**src/rtl/seg_scan_ctrl_pkg.sv**
```systemverilog
// Shared definitions for the multiplexed 7-segment scan controller.
// Segment bit order matches the decoder output: a..g at 0..6, dp at 7, active-low.
package seg_pkg;

   localparam logic [7:0] SEG_OFF = 8'hFF;

   localparam int unsigned SEG_A  = 0;
   localparam int unsigned SEG_B  = 1;
   localparam int unsigned SEG_C  = 2;
   localparam int unsigned SEG_D  = 3;
   localparam int unsigned SEG_E  = 4;
   localparam int unsigned SEG_F  = 5;
   localparam int unsigned SEG_G  = 6;
   localparam int unsigned SEG_DP = 7;

   // All digit segments (a..g) without the decimal point; OR-ing blanks a digit.
   localparam logic [7:0] SEG_DIGIT_MSK = 8'((1 << SEG_A) | (1 << SEG_B) | (1 << SEG_C) |
                                             (1 << SEG_D) | (1 << SEG_E) | (1 << SEG_F) |
                                             (1 << SEG_G));

   typedef enum logic [1:0] {IDLE, BLANK, SHOW} scan_state_e;

endpackage

```
**src/rtl/seg_scan_ctrl.sv**
```systemverilog
// Scans NUM_DIGITS common-anode digits through one shared hex decoder, with a
// blanking gap per slot, double-buffered display value and leading-zero blanking.
module seg_scan_ctrl
   import seg_pkg::*;
#(
   parameter int unsigned NUM_DIGITS   = 4,
   parameter int unsigned CLK_DIV      = 50000,
   parameter int unsigned BLANK_CYCLES = 16
) (
   input  logic                    clk,
   input  logic                    rst_n,
   input  logic                    enable,
   input  logic                    load,
   input  logic [4*NUM_DIGITS-1:0] value,
   input  logic [NUM_DIGITS-1:0]   dp_mask,
   input  logic                    lz_suppress,
   output logic [3:0]              dec_a,
   input  logic [7:0]              dec_d,
   output logic [7:0]              seg,
   output logic [NUM_DIGITS-1:0]   an,
   output logic                    frame_done,
   output logic                    upd_pending
);

   localparam int unsigned CNT_W = (CLK_DIV > 1) ? $clog2(CLK_DIV) : 1;
   localparam int unsigned IDX_W = $clog2(NUM_DIGITS);
   localparam logic [CNT_W-1:0] CNT_LAST   = CNT_W'(CLK_DIV - 1);
   localparam logic [CNT_W-1:0] BLANK_LAST = CNT_W'(BLANK_CYCLES - 1);

   scan_state_e               state_q;
   logic [IDX_W-1:0]          idx_q;
   logic [CNT_W-1:0]          cnt_q;
   logic [4*NUM_DIGITS-1:0]   act_val_q, shd_val_q;
   logic [NUM_DIGITS-1:0]     act_dp_q, shd_dp_q;
   logic                      pend_q;
   logic [3:0]                dec_a_q;
   logic [7:0]                seg_q;
   logic [NUM_DIGITS-1:0]     an_q;
   logic                      fd_q;

   logic                      last_digit;
   logic [IDX_W-1:0]          idx_d;
   logic                      boundary;
   logic                      xfer;
   logic [4*NUM_DIGITS-1:0]   act_val_d;
   logic [NUM_DIGITS-1:0]     act_dp_d;
   logic [NUM_DIGITS-1:0]     supp;
   logic                      allz;
   logic [7:0]                show_seg;

   always_comb begin
      last_digit = (idx_q == IDX_W'(NUM_DIGITS - 1));
      idx_d      = last_digit ? '0 : idx_q + IDX_W'(1);
      boundary   = enable && ((state_q == IDLE) ||
                              (state_q == SHOW && cnt_q == CNT_LAST && last_digit));
      xfer       = boundary && pend_q;
      // The nibble launched on a boundary edge must come from the value being promoted.
      act_val_d  = xfer ? shd_val_q : act_val_q;
      act_dp_d   = xfer ? shd_dp_q  : act_dp_q;
   end

   always_comb begin
      supp = '0;
      allz = 1'b1;
      for (int unsigned k = NUM_DIGITS - 1; k >= 1; k--) begin
         allz    = allz & (act_val_q[4*k +: 4] == 4'h0);
         supp[k] = lz_suppress & allz;
      end
   end

   always_comb begin
      show_seg = dec_d;
      if (supp[idx_q]) show_seg = show_seg | SEG_DIGIT_MSK;
      show_seg[SEG_DP] = ~act_dp_q[idx_q];
   end

   always_ff @(posedge clk or negedge rst_n) begin
      if (!rst_n) begin
         state_q   <= IDLE;
         idx_q     <= '0;
         cnt_q     <= '0;
         act_val_q <= '0;
         act_dp_q  <= '0;
         shd_val_q <= '0;
         shd_dp_q  <= '0;
         pend_q    <= 1'b0;
         dec_a_q   <= '0;
         seg_q     <= SEG_OFF;
         an_q      <= '1;
         fd_q      <= 1'b0;
      end else begin
         fd_q <= 1'b0;
         if (xfer) begin
            act_val_q <= shd_val_q;
            act_dp_q  <= shd_dp_q;
         end
         // A load on the boundary edge is kept pending for the following frame.
         if (load) begin
            shd_val_q <= value;
            shd_dp_q  <= dp_mask;
            pend_q    <= 1'b1;
         end else if (xfer) begin
            pend_q <= 1'b0;
         end

         if (!enable) begin
            state_q <= IDLE;
            idx_q   <= '0;
            cnt_q   <= '0;
            an_q    <= '1;
            seg_q   <= SEG_OFF;
         end else begin
            case (state_q)
               IDLE: begin
                  state_q <= BLANK;
                  idx_q   <= '0;
                  cnt_q   <= '0;
                  dec_a_q <= act_val_d[3:0];
                  an_q    <= '1;
                  seg_q   <= SEG_OFF;
               end
               BLANK: begin
                  cnt_q <= cnt_q + CNT_W'(1);
                  if (cnt_q == BLANK_LAST) begin
                     state_q <= SHOW;
                     an_q    <= ~(NUM_DIGITS'(1) << idx_q);
                     seg_q   <= show_seg;
                  end
               end
               SHOW: begin
                  if (cnt_q == CNT_LAST) begin
                     state_q <= BLANK;
                     cnt_q   <= '0;
                     idx_q   <= idx_d;
                     dec_a_q <= act_val_d[{idx_d, 2'b00} +: 4];
                     an_q    <= '1;
                     seg_q   <= SEG_OFF;
                     fd_q    <= last_digit;
                  end else begin
                     cnt_q <= cnt_q + CNT_W'(1);
                     seg_q <= show_seg;
                  end
               end
               default: begin
                  state_q <= IDLE;
                  an_q    <= '1;
                  seg_q   <= SEG_OFF;
               end
            endcase
         end
      end
   end

   assign dec_a       = dec_a_q;
   assign seg         = seg_q;
   assign an          = an_q;
   assign frame_done  = fd_q;
   assign upd_pending = pend_q;

endmodule

```
**config.mk**
```make
export PLATFORM = sky130hd
export DESIGN_NAME = seg_scan_ctrl
export DESIGN_NICKNAME = d
export VERILOG_FILES = /design/src/rtl/seg_scan_ctrl_pkg.sv /design/src/rtl/seg_scan_ctrl.sv
export SDC_FILE = /design/constraint.sdc
export NUM_CORES = 1
export LEC_CHECK = 0
export ABC_AREA = 0
export ABC_CLOCK_PERIOD_IN_PS = 6000
export CELL_PAD_IN_SITES_DETAIL_PLACEMENT = 2
export CELL_PAD_IN_SITES_GLOBAL_PLACEMENT = 2
export CORE_MARGIN = 4
export CORE_UTILIZATION = 39
export DETAILED_ROUTE_END_ITERATION = 8
export PLACE_DENSITY_LB_ADDON = 0.1
export SYNTH_ARGS = -nofsm -noshare
export SYNTH_HDL_FRONTEND = slang
export SYNTH_SLANG_ARGS = --single-unit
```
**constraint.sdc**
```tcl
create_clock -name clk -period 6 [get_ports clk]
set_input_delay 1.2 -clock clk [delete_from_list [all_inputs] [get_ports clk]]
set_output_delay 1.2 -clock clk [all_outputs]
set_load 0.01 [all_outputs]
```
## Word-level counts from Yosys, hierarchy flattened

Index checks and enable logic that the tools add are counted.

- Register bits: 78
- Word-level logic and storage cells: 80

- $add $sub $neg: 2
- $lt $le $gt $ge: 1
- Eq/ne operators: 10
- Shift-type cells: 2
- Muxes and demuxes: 32
- Bitwise logic cells: 7
- Reductions and logical operators: 14

Operator list:

| operator | count |
|---|---|
| $mux W16 | 3 |
| $pmux W16 S3 | 1 |
| $mux W8 | 3 |
| $add A16 B1 Y16 const B | 1 |
| $eq A16 B16 Y1 const B | 1 |
| $eq A16 B4 Y1 const B | 1 |
| $mux W4 | 4 |
| $pmux W4 S2 | 2 |
| $pmux W8 S2 | 1 |
| $shiftx A16 B5 Y4 | 1 |
| $logic_not A4 Y1 | 3 |
| $mux W2 | 6 |
| $mux W1 | 7 |
| $mux W7 | 1 |
| $pmux W2 S3 | 1 |
| $and A1 B1 Y1 | 5 |
| $bmux W1 S2 | 2 |
| $eq A2 B2 Y1 const B | 2 |
| $logic_and A1 B1 Y1 | 4 |
| $ne A4 B1 Y1 const B | 1 |
| $not A4 Y4 | 1 |
| $pmux W2 S2 | 1 |
| $reduce_and A2 Y1 | 2 |
| $reduce_bool A2 Y1 | 2 |
| 12 further kinds | 12 |

## Logic depth before layout (Yosys ltp)

Gate-level depths: netlist of the first run.

- Depth after elaboration: 10
- Mapped depth: 9
- Mapped depth without buffers: 7

## Worst setup path after synthesis of the first run

OpenSTA, ideal clock, no wires.

- Path kind: input to register
- Start point: in enable
- End point: reg act_dp_q[0]
- Setup time: 0.125 ns
- Arrival: 2.485 ns
- Data required time: 5.875 ns
- Slack: 3.391 ns
- Stages on the path: 6
- Path through: and4_1 -> clkbuf_1 -> a21o_1 -> buf_2 -> buf_2 -> mux2_2

- Word-level cells in the longest chain between the ends: 2

RTL lines:

| what | line | source |
|---|---|---|
| from (decl) | seg_scan_ctrl.sv:12 | `input logic enable,` |
| $logic_and A1 B1 Y1 | seg_scan_ctrl.sv:54 | `boundary = enable && ((state_q == IDLE) \|\|` |
| $logic_and A1 B1 Y1 | seg_scan_ctrl.sv:56 | `xfer = boundary && pend_q;` |
| to (signal assigned) | seg_scan_ctrl.sv:95 | `act_dp_q <= shd_dp_q;` |
| to (decl) | seg_scan_ctrl.sv:34 | `logic [NUM_DIGITS-1:0] act_dp_q, shd_dp_q;` |

No other way between the ends.
A chain may end at the register's enable or synchronous reset.

## Worst setup path in the final report of the first run

- Start point: in enable
- End point: reg dec_a_q[3] (netlist: dec_a[3])

- Word-level cells in the longest chain between the ends: 6

RTL lines:

| what | line | source |
|---|---|---|
| $logic_and A1 B1 Y1 | seg_scan_ctrl.sv:54 |  |
| $logic_and A1 B1 Y1 | seg_scan_ctrl.sv:56 |  |
| $mux W16 | n/a |  |
| $shiftx A16 B5 Y4 | seg_scan_ctrl.sv:135 | `dec_a_q <= act_val_d[{idx_d, 2'b00} +: 4];` |
| $mux W4 | seg_scan_ctrl.sv:131 | `if (cnt_q == CNT_LAST) begin` |
| $pmux W4 S2 | seg_scan_ctrl.sv:113 | `case (state_q)` |
| to (signal assigned) | seg_scan_ctrl.sv:118 | `dec_a_q <= act_val_d[3:0];` |
| to (signal assigned) | seg_scan_ctrl.sv:135 |  |
| to (decl) | seg_scan_ctrl.sv:36 | `logic [3:0] dec_a_q;` |

Parallel ways exist; a longest one is shown, timed or not. The select of a mux whose other input is x is not followed.

==> impl_results.md, run 1 <==
- Gp weighted congestion: 0.775
- Grt total ovfl: 0
- Crit Path Max Fanout: 28
- Post-layout util: 0.486
- Setup crit start: enable
- Htree depth: 3
- WL met1: 4920 µm
- Full die area: 12,000 µm²
- Routed Wire Length: 10,900 µm
- IO Pins: 51
- Final period util: 0.674
- Syn Inst Count: 360
- Max frequency: 247 MHz
- Delay-heaviest family, CP: compound AO/OA/AOI/OAI gates
- Number of max-cap violations: 0
- Hold Worst Slack: 0.514 ns
- Sequential fraction of the synthesis area: 0.490
- Synth Net Count: 402
- Worst slack, placed: 1.65 ns
- Flop pwr share: 0.407
- Filler Cell Count: 1,036
- Final HPWL DP: 7510 µm
- Reg2reg start: idx_q[0]
- Drt wl/cell: 20.3 µm
- Pwr/cell area: 394 nW/µm²
- Cts bufs inserted: 9
- Final Critical Period: 4.04 ns
- Chip height: 109 µm
- RSZ-0062 raised after global routing: false
- Slew at the pin with the worst max-slew slack: 1.11 ns
- Asr flop ratio synth: 1.00
- CP peak stage delay: 0.95 ns
- Nets@finish: 441
- Critical path depth: 5
- Most frequent cells in the layout: dfrtp_1 (66), clkdlybuf4s50_1 (48), mux2_2 (33)
- Setup_tns: 0 ns
- CP max stage cell: clkdlybuf4s50_1
- P_int: 1.24 mW
- Final Hold Violating Endpoints: 0
- Top cells by area, synth: dfrtp_1 (41%), mux2_2 (9.3%), dfstp_2 (7.9%)
- Die W: 109 µm
- Initial antenna violation count: 0
- Tot Pwr: 1.89 mW
- Synthesized cell area: 4010 µm²
- Count of different cell masters after synthesis: 51
- Drc violations: 0
- DR vias: 3,067
- Setup Skew: 0.0116 ns
- Max Root-Sink Buffers: 2
- Critical-path cell list: clkdlybuf4s50_1, and3_1, a21o_1, a211oi_1, nor4_1
- Total core area: 9910 µm²
- CTS Hold Bufs: 0
- TritonCTS clock tree: built
- Comb pwr share: 0.352
- Commonest non-fill, non-tap cell in the layout: dfrtp_1
- Final setup margin: 1.96 ns
- Number of post-CTS setup repair buffers: 0
- Starting density of the core: 0.405
- Worst hold path cell count: 2
- Hold crit path type: register to register
- N_diodes: 0
- Largest area contributor in the netlist: dfrtp_1
- Clk network pwr share: 0.241
- Vias in the first global route: 3,448
- Critical Path Start Type: input pin
- Switching share of total power: 0.347
- Normalized max-slew margin: 0.261
- Mean Syn Cell Area: 11.1 µm²
- Tot GR Track Use: 0.195
- Top sig layer: met4
- Post-synthesis register bit count: 78
- Crit. End Element: register
- Post-synth top area share: 0.412
- Top FF cell, synth: dfrtp_1
- Ratio of cells with drive above 1 in the final layout: 0.210
- Final Max Tran Viols: 0
- Crit path buffers/inverters: 1
- First DRT Iteration DRCs: 94
- Critical path required time: 6.25 ns
- CTS sink count: 78
- Net Switching: 0.658 mW
- Largest net degree at the start of global routing: 79
- Vias/cell: 5.71
- Static leakage: 1.93 nW
- YS warnings: 0
- R2r worst-path depth: 5
- Rows: 36
- Drt first pass iters: 4
- Antenna-violating nets left: 0
- Hold wc startpoint: seg[7]
- WP data arrival: 4.29 ns
- Area growth syn-to-layout: 20.0%
- Port bufs: 49
- Status: finished clean
- Final setup fails: 0
- Clk_lat worst skew: 0.36 ns
- WL met3: 335 µm
- Global-route wire length before repair: 18,200 µm
- Post-CTS sizing: 0
- Root Buffer: clkbuf_8
- Worst-path clk slew: 0.08 ns
- Peak supply drop: 0.000175 V
- DR WL met2: 5520 µm
- Post-synth EDFFs: 0
- WS Path Type: input pin to register
power by group through the flow:
stage | Sequential (mW) | Clock [mW] | Combinational [mW]
6_report | 0.771 | 0.457 | 0.667
3_3_place_gp | 0.770 | 0 | 0.633
4_1_cts | 0.772 | 0.473 | 0.677
5_1_grt | 0.789 | 0.495 | 0.737
3_5_place_dp | 0.779 | 0 | 0.667
2_1_floorplan | 0.762 | 0 | 0.441
stage by stage:
stage	std cells	cell area (µm²)
6_report	537	4810
5_1_grt	537	4810
4_1_cts	537	4810
3_5_place_dp	521	4580
3_3_place_gp	521	4580
2_1_floorplan	360	4010
tightest hold or removal path, stage by stage, from the launching register on:
cell     delay (ns)
dfstp_2        0.38
nor2_1         0.09
a41oi_1        0.05
layout make-up:
cell class | count | area (µm²) | area share
Clock buffer | 10 | 138 | 0.0286
Tap cell | 133 | 166 | 0.0346
Inverter | 16 | 60.1 | 0.0125
Sequential cell | 78 | 1970 | 0.409
Clock inverter | 6 | 92.6 | 0.0192
Timing Repair Buffer | 50 | 495 | 0.103
Multi-Input combinational cell | 244 | 1890 | 0.394
flip-flops by register name (all words and copies together) (netlist names):
| name | count |
|---|---|
| idx_q | 2 |
| upd_pending | 1 |
| act_dp_q | 4 |
| shd_dp_q | 4 |
| seg | 8 |
| cnt_q | 16 |
| frame_done | 1 |
| act_val_q | 16 |
| shd_val_q | 16 |
| state_q | 2 |
| an | 4 |
| dec_a | 4 |
Yosys cell counts (7+ instances only):
cell type and count:
mux2_2 33, o221a_2 7, nand4_1 8, a21o_1 12
clkbuf_1 15, a21oi_1 13, o21ai_0 9, nor2_1 19
a211oi_1 20, dfstp_2 12, dfrtp_1 66, xnor2_1 10
nor4_1 14, ha_1 9, inv_1 16, nand2_1 19
metal layers:
metal,GRT usage,vias to the layer above
li1,-,1409
met1,0.249,1603
met5,0,-
met3,0.0405,10
met4,0.0490,0
met2,0.338,45
cell families after synthesis:
family | share of synthesized area
DFF | 0.490
adders and majority gates | 0.0281
and+or+nand+nor | 0.137
AOI/OAI and AO/OA | 0.152
muxes | 0.128
buffers and inverters | 0.0390
xor gates and xnor gates | 0.0262
final timing paths:
kind                       slack [ns]  endpoint
min reg2reg                      0.51    seg[7]
min                              0.51    seg[7]
max in group asynchronous        4.34  cnt_q[9]
max reg2reg                      2.65  dec_a[3]
max                              1.96  dec_a[3]
min in group asynchronous        1.01  cnt_q[8]
Note: power is estimated with default switching activity, not from simulation.
==> run 2: changes to the inputs <==
--- a/config.mk
+++ b/config.mk
@@ -6,11 +6,11 @@
 export NUM_CORES = 1
 export LEC_CHECK = 0
 export ABC_AREA = 0
-export ABC_CLOCK_PERIOD_IN_PS = 6000
+export ABC_CLOCK_PERIOD_IN_PS = 4000
 export CELL_PAD_IN_SITES_DETAIL_PLACEMENT = 2
 export CELL_PAD_IN_SITES_GLOBAL_PLACEMENT = 2
 export CORE_MARGIN = 4
-export CORE_UTILIZATION = 39
+export CORE_UTILIZATION = 36
 export DETAILED_ROUTE_END_ITERATION = 8
 export PLACE_DENSITY_LB_ADDON = 0.1
 export SYNTH_ARGS = -nofsm -noshare
==> constraint.sdc (replaced) <==
create_clock -name clk -period 4 [get_ports clk]
set_input_delay 0.8 -clock clk [delete_from_list [all_inputs] [get_ports clk]]
set_output_delay 0.8 -clock clk [all_outputs]
set_load 0.01 [all_outputs]
==> run 2 against run 1 <==
  * Total power grew 50%
  * Global-route usage decreased by 1.5 points
  * Critical path depth unchanged
==> impl_results.md, run 2 (synthesized netlist as in run 1, its figures left out) <==
- Critical-path cell list: or4b_4, or4_1, o21ai_2, a21boi_4, mux2_4
- Final Critical Period: 2.87 ns
- Crit Path Max Fanout: 11 (-61%)
- IO Pins: 51 (unchanged)
- Routing usage on met1: 0.244 (-0.00558)
- Normalized max-slew margin: 0.299 (+0.0386)
- Crit path to: an[0]
- RSZ-0062 raised after global routing: false
- Htree depth: 3 (unchanged)
- Global-route wire length before repair: 18,500 µm (+1.4%)
- Final setup fails: 0 (unchanged)
- Reg2reg start: cnt_q[4]
- Port bufs: 49 (unchanged)
- Cts bufs inserted: 9 (unchanged)
- Grt total ovfl: 0 (unchanged)
- Max frequency: 349 MHz
- Drc violations: 0 (unchanged)
- Inst Count DP: 534 (+2.5%)
- Filler Cell Count: 1,118 (+7.9%)
- TritonCTS clock tree: built
- Final setup margin: 1.13 ns (-0.825 ns)
- Starting density of the core: 0.368 (-0.0364)
- Final Hold Violating Endpoints: 0 (unchanged)
- Setup_tns: 0 ns (unchanged)
- First DRT Iteration DRCs: 95 (+1.1%)
- P_int: 1.86 mW (+51%)
- Crit. End Element: register
- WP data arrival: 3.15 ns (-1.14 ns)
- Static leakage: 1.96 nW (+1.5%)
- Vias in the first global route: 3,429 (-0.55%)
- R2r worst-path depth: 5 (unchanged)
- Comb pwr share: 0.357 (+0.005)
- Setup Skew: 0.00991 ns (-0.00168 ns)
- CTS sink count: 78 (unchanged)
- Flop pwr share: 0.405 (-0.002)
- Grt met2 use: 0.292 (-0.0457)
- Pwr/cell area: 584 nW/µm² (+48%)
- Area growth syn-to-layout: 21.1%
- Setup crit start: cnt_q[4]
- Chip height: 114 µm (+3.8%)
- Root Buffer: clkbuf_8
- Net Switching: 0.977 mW (+48%)
- Switching share of total power: 0.344 (-0.00320)
- Global routing met3 resource utilization: 0.0292 (-0.0113)
- Vias/cell: 5.63 (-1.4%)
- Initial antenna violation count: 0 (unchanged)
- Largest net degree at the start of global routing: 79 (unchanged)
- Die W: 114 µm (+3.8%)
- Commonest non-fill, non-tap cell in the layout: dfrtp_1
- N_diodes: 0 (unchanged)
- Drt wl/cell: 19.5 µm (-3.8%)
- Critical path required time: 4.29 ns (-1.96 ns)
- Most frequent cells in the layout: dfrtp_1 (66), clkdlybuf4s50_1 (48), mux2_2 (33)
- Worst-path clk slew: 0.08 ns (about the same)
- Drt first pass iters: 4 (unchanged)
- Critical Path Start Type: register
- CP max stage cell: or4b_4
- WS Path Type: register to register
- Non-filler instance count after layout: 550 (+2.4%)
- CTS Hold Bufs: 0 (unchanged)
- FF-to-FF End: an[0]
- Final HPWL DP: 7480 µm (-0.38%)
- Hold crit path type: register to register
- Routed Wire Length: 10,700 µm (-1.5%)
- CP peak stage delay: 0.58 ns (-0.37 ns)
- Layer with the highest usage: met2
- Clk_lat worst skew: 0.36 ns (about the same)
- Final Max Tran Viols: 0 (unchanged)
- Post-layout util: 0.446 (-0.0394)
- Nets@finish: 447 (+1.4%)
- Top flop regs: act_val_q (16), cnt_q (16), shd_val_q (16)
- Worst slack, placed: 0.891 ns (-0.757 ns)
- Max Root-Sink Buffers: 2 (unchanged)
- Number of post-CTS setup repair buffers: 0 (unchanged)
- Tot GR Track Use: 0.180 (-0.0151)
- Clk network pwr share: 0.238 (-0.003)
- DR vias: 3,097 (+0.98%)
- Full die area: 12,900 µm² (+7.7%)
- Total core area: 10,900 µm² (+9.9%)
- Final period util: 0.716
- Gp weighted congestion: 0.782 (+0.94%)
- Post-CTS sizing: 0 (unchanged)
- Ratio of cells with drive above 1 in the final layout: 0.222 (+0.0116)
- Number of max-cap violations: 0 (unchanged)
- R2r setup slk: 1.13 ns (-1.52 ns)
- Status: finished clean
- Rows: 38 (+5.6%)
- Peak supply drop: 0.000226 V (+29%)
- Hold Worst Slack: 0.511 ns (-0.00291 ns)
- Antenna-violating nets left: 0 (unchanged)
- Slew at the pin with the worst max-slew slack: 1.05 ns (-0.0577 ns)
[run 2: critical path, delay by kind of cell (launching register included)]
| kind | cells | cell delay [ns] |
|---|---|---|
| AND/OR/NAND/NOR | 2 | 1.13 |
| multiplexers | 1 | 0.33 |
| flip-flops | 1 | 0.44 |
| AO/OA/AOI/OAI | 2 | 0.89 |
[run 2: cell type report]
class,instances,area (µm²),area share
well taps,140,175,0.0360
repair buffers,56,541,0.111
multi-input cells,244,1890,0.390
clock buffers,10,138,0.0283
clock inverters,6,85.1,0.0175
flip-flops and latches,78,1970,0.405
inverters,16,60.1,0.0124
[run 2: worst min-delay path by stage]
stage | start | to | slack (ns) | cells after the start
2_1_floorplan | shd_val_q[0] | act_val_q[0] | 0.47 | 1
3_3_place_gp | act_dp_q[1] | act_dp_q[1] | 0.49 | 1
6_report | shd_val_q[1] | act_val_q[1] | 0.51 | 1
5_1_grt | shd_dp_q[1] | shd_dp_q[1] | 0.55 | 1
3_5_place_dp | shd_dp_q[1] | act_dp_q[1] | 0.50 | 1
4_1_cts | shd_dp_q[2] | shd_dp_q[2] | 0.52 | 1
[run 2: power groups by stage]
stage               Combinational (mW)  Clock, mW  Sequential (mW)
global placement                 0.974          0             1.15
finish                            1.01      0.676             1.15
CTS                               1.03      0.701             1.15
detailed placement                1.02          0             1.16
global route                      1.13      0.734             1.18
floorplan                        0.662          0             1.14
[run 2: routing by layer]
metal  wire (µm)  part of all wire  vias to the layer above
met4         148             0.014                        0
met1        5130              0.48                     1620
li1            -                 -                     1428
met3         251             0.023                       10
met2        5210              0.49                       39
met5           0                 0                        -
[run 2: metrics by stage]
step | instance area, µm² | power (mW)
5_1_grt | 4860 | 3.04
4_1_cts | 4860 | 2.89
2_1_floorplan | 4010 | 1.80
3_3_place_gp | 4640 | 2.13
6_report | 4860 | 2.84
3_5_place_dp | 4640 | 2.18
==> run 3: changes to the inputs <==
--- a/config.mk
+++ b/config.mk
@@ -6,7 +6,7 @@
 export NUM_CORES = 1
 export LEC_CHECK = 0
 export ABC_AREA = 0
-export ABC_CLOCK_PERIOD_IN_PS = 4000
+export ABC_CLOCK_PERIOD_IN_PS = 2800
 export CELL_PAD_IN_SITES_DETAIL_PLACEMENT = 2
 export CELL_PAD_IN_SITES_GLOBAL_PLACEMENT = 2
 export CORE_MARGIN = 4
==> constraint.sdc (replaced) <==
create_clock -name clk -period 2.8 [get_ports clk]
set_input_delay 0.56 -clock clk [delete_from_list [all_inputs] [get_ports clk]]
set_output_delay 0.56 -clock clk [all_outputs]
set_load 0.01 [all_outputs]
==> run 3 against run 2 <==
  * Combinational power increased by 49%
  * Routed wire length decreased by 0.22%
  * Maximum frequency increased by 13%
  * Clock skew decreased by 0.00057 ns
  * Clock power increased by 29%
  * Clock-buffer cell count unchanged
  * Die area unchanged
  * Register-to-register slack got worse by 0.88 ns
  * Sequential cell count unchanged
  * Via count increased by 0.81%
  * Critical path type unchanged
  * Critical endpoint is now dec_a[2]
  * Largest cell class unchanged
  * Highest routed layer unchanged
==> impl_results.md, run 3 (synthesized netlist as in run 1, its figures left out) <==
- Vias in the first global route: 3,345 (-2.4%)
- Flop pwr share: 0.409 (+0.004)
- Status: finished clean
- Clk_lat worst skew: 0.36 ns (about the same)
- Switching share of total power: 0.347 (+0.00267)
- Critical path depth: 7 (+2)
- Largest net degree at the start of global routing: 44 (-44%)
- Drt wl/cell: 19.1 µm (-2.2%)
- Static leakage: 2.01 nW (+2.8%)
- Pwr/cell area: 811 nW/µm² (+39%)
- Total core area: 10,900 µm² (unchanged)
- Rows: 38 (unchanged)
- Tot Pwr: 4.01 mW (+41%)
- WS Path Type: register to register
- Final HPWL DP: 7770 µm (+3.8%)
- Top sig layer: met4
- CP max stage cell: or4b_4
- CP peak stage delay: 0.59 ns (about the same)
- Final Critical Period: 2.54 ns (-0.321 ns)
- Hold Worst Slack: 0.164 ns (-0.347 ns)
- Setup Skew: 0.00934 ns (-0.000574 ns)
- DR vias: 3,122 (+0.81%)
- N_diodes: 0 (unchanged)
- Critical Path Start Type: register
- Crit path buffers/inverters: 2 (+2)
- Max Root-Sink Buffers: 2 (unchanged)
- Number of post-CTS setup repair buffers: 0 (unchanged)
- CTS Hold Bufs: 0 (unchanged)
- Crit Path Max Fanout: 20 (+9)
- Crit. End Element: register
- Vias/cell: 5.57 (-1.2%)
- P_int: 2.62 mW (+41%)
- Nets@finish: 458 (+2.5%)
- Post-DP Area: 4740 µm² (+2.3%)
- Root Buffer: clkbuf_8
- Setup_tns: 0 ns (unchanged)
- Global-route wire length before repair: 18,100 µm (-2.0%)
- Top flop regs: act_val_q (16), cnt_q (16), shd_val_q (16)
- Peak supply drop: 0.000351 V (+55%)
- Number of max-cap violations: 0 (unchanged)
- Port bufs: 49 (unchanged)
- Drc violations: 0 (unchanged)
- Delay-heaviest family, CP: simple AND/OR/NAND/NOR gates
- FF-to-FF End: dec_a[2]
- WP data arrival: 2.81 ns (-0.34 ns)
- DR WL met2: 5060 µm (-2.9%)
- Final setup fails: 0 (unchanged)
- Final Hold Violating Endpoints: 0 (unchanged)
- Net Switching: 1.39 mW (+42%)
- Tot GR Track Use: 0.178 (-0.00226)
- Hold crit path type: input pin to asynchronous set/reset pin
- Final period util: 0.909 (+0.192)
- Max frequency: 393 MHz (+13%)
- Chip height: 114 µm (unchanged)
- Critical-path cell list: or4b_4, nor4_2, buf_12, a21o_1, buf_4, a211oi_1, nor4_1
- RSZ-0062 raised after global routing: false
- R2r worst-path depth: 7 (+2)
- First DRT Iteration DRCs: 94 (-1.1%)
- WL met1: 5200 µm (+1.4%)
- TritonCTS clock tree: built
- Routed Wire Length: 10,700 µm (-0.22%)
- Area growth syn-to-layout: 23.2%
- Commonest non-fill, non-tap cell in the layout: dfrtp_1
- Slew at the pin with the worst max-slew slack: 0.716 ns (-0.332 ns)
- R2r setup slk: 0.26 ns (-0.88 ns)
- Worst-path clk slew: 0.09 ns (about the same)
- IO Pins: 51 (unchanged)
- Comb pwr share: 0.374 (+0.017)
- Most frequent cells in the layout: dfrtp_1 (66), clkdlybuf4s50_1 (48), mux2_2 (33)
- Clk network pwr share: 0.218 (-0.020)
- Ratio of cells with drive above 1 in the final layout: 0.242 (+0.0203)
- Htree depth: 3 (unchanged)
- Gp weighted congestion: 0.735 (-6.0%)
- Post-CTS sizing: 0 (unchanged)
- Normalized max-slew margin: 0.519 (+0.219)
- Starting density of the core: 0.368 (unchanged)
- WL met3: 274 µm (+9.2%)
- Filler Cell Count: 1,155 (+3.3%)
- CTS sink count: 78 (unchanged)
- Grt total ovfl: 0 (unchanged)
- Final Max Tran Viols: 0 (unchanged)
- Antenna-violating nets left: 0 (unchanged)
- Die W: 114 µm (unchanged)
- Initial antenna violation count: 0 (unchanged)
- Drt first pass iters: 4 (unchanged)
- Fin area: 4940 µm² (+1.7%)
- Reg2reg start: cnt_q[4]
- Full die area: 12,900 µm² (unchanged)
- Critical path required time: 3.07 ns (-1.22 ns)
- Cts bufs inserted: 9 (unchanged)
[run 3: cell type report]
type | count | area [µm²] | share of cell area
clock buffers | 10 | 138 | 0.0278
clock inverters | 6 | 61.3 | 0.0124
inverters | 16 | 60.1 | 0.0121
multi-input cells | 244 | 1890 | 0.383
flip-flops and latches | 78 | 1970 | 0.398
well taps | 140 | 175 | 0.0354
repair buffers | 67 | 648 | 0.131
[run 3: worst max path at each step]
| stage | start | end | slack, ns |
|---|---|---|---|
| floorplan | cnt_q[4] | an[0] | 0.50 |
| global placement | enable | act_dp_q[0] | 0.34 |
| detailed placement | cnt_q[4] | dec_a[2] | 0.28 |
| CTS | cnt_q[4] | dec_a[2] | 0.26 |
| global route | cnt_q[4] | dec_a[2] | 0.10 |
| finish | cnt_q[4] | dec_a[2] | 0.26 |
[run 3: per-stage QoR]
stage | utilization | cells | setup WS, ns
2_1_floorplan | - | 360 | 0.501
4_1_cts | 0.454 | 561 | 0.264
5_1_grt | 0.454 | 561 | 0.101
3_3_place_gp | 0.436 | 545 | 0.341
6_report | 0.454 | 561 | 0.255
3_5_place_dp | 0.436 | 545 | 0.277
[run 3: power by group through the flow]
| stage | clock, mW | combinational [mW] | sequential [mW] |
|---|---|---|---|
| detailed placement | 0 | 1.51 | 1.66 |
| floorplan | 0 | 0.945 | 1.63 |
| global placement | 0 | 1.45 | 1.65 |
| global route | 0.956 | 1.66 | 1.68 |
| finish | 0.872 | 1.50 | 1.64 |
| CTS | 0.908 | 1.53 | 1.64 |
[run 3: metal layers]
layer / up-vias / GRT usage
met5: - / 0
met3: 13 / 0.0292
li1: 1450 / -
met1: 1614 / 0.248
met4: 0 / 0.0673
met2: 45 / 0.279
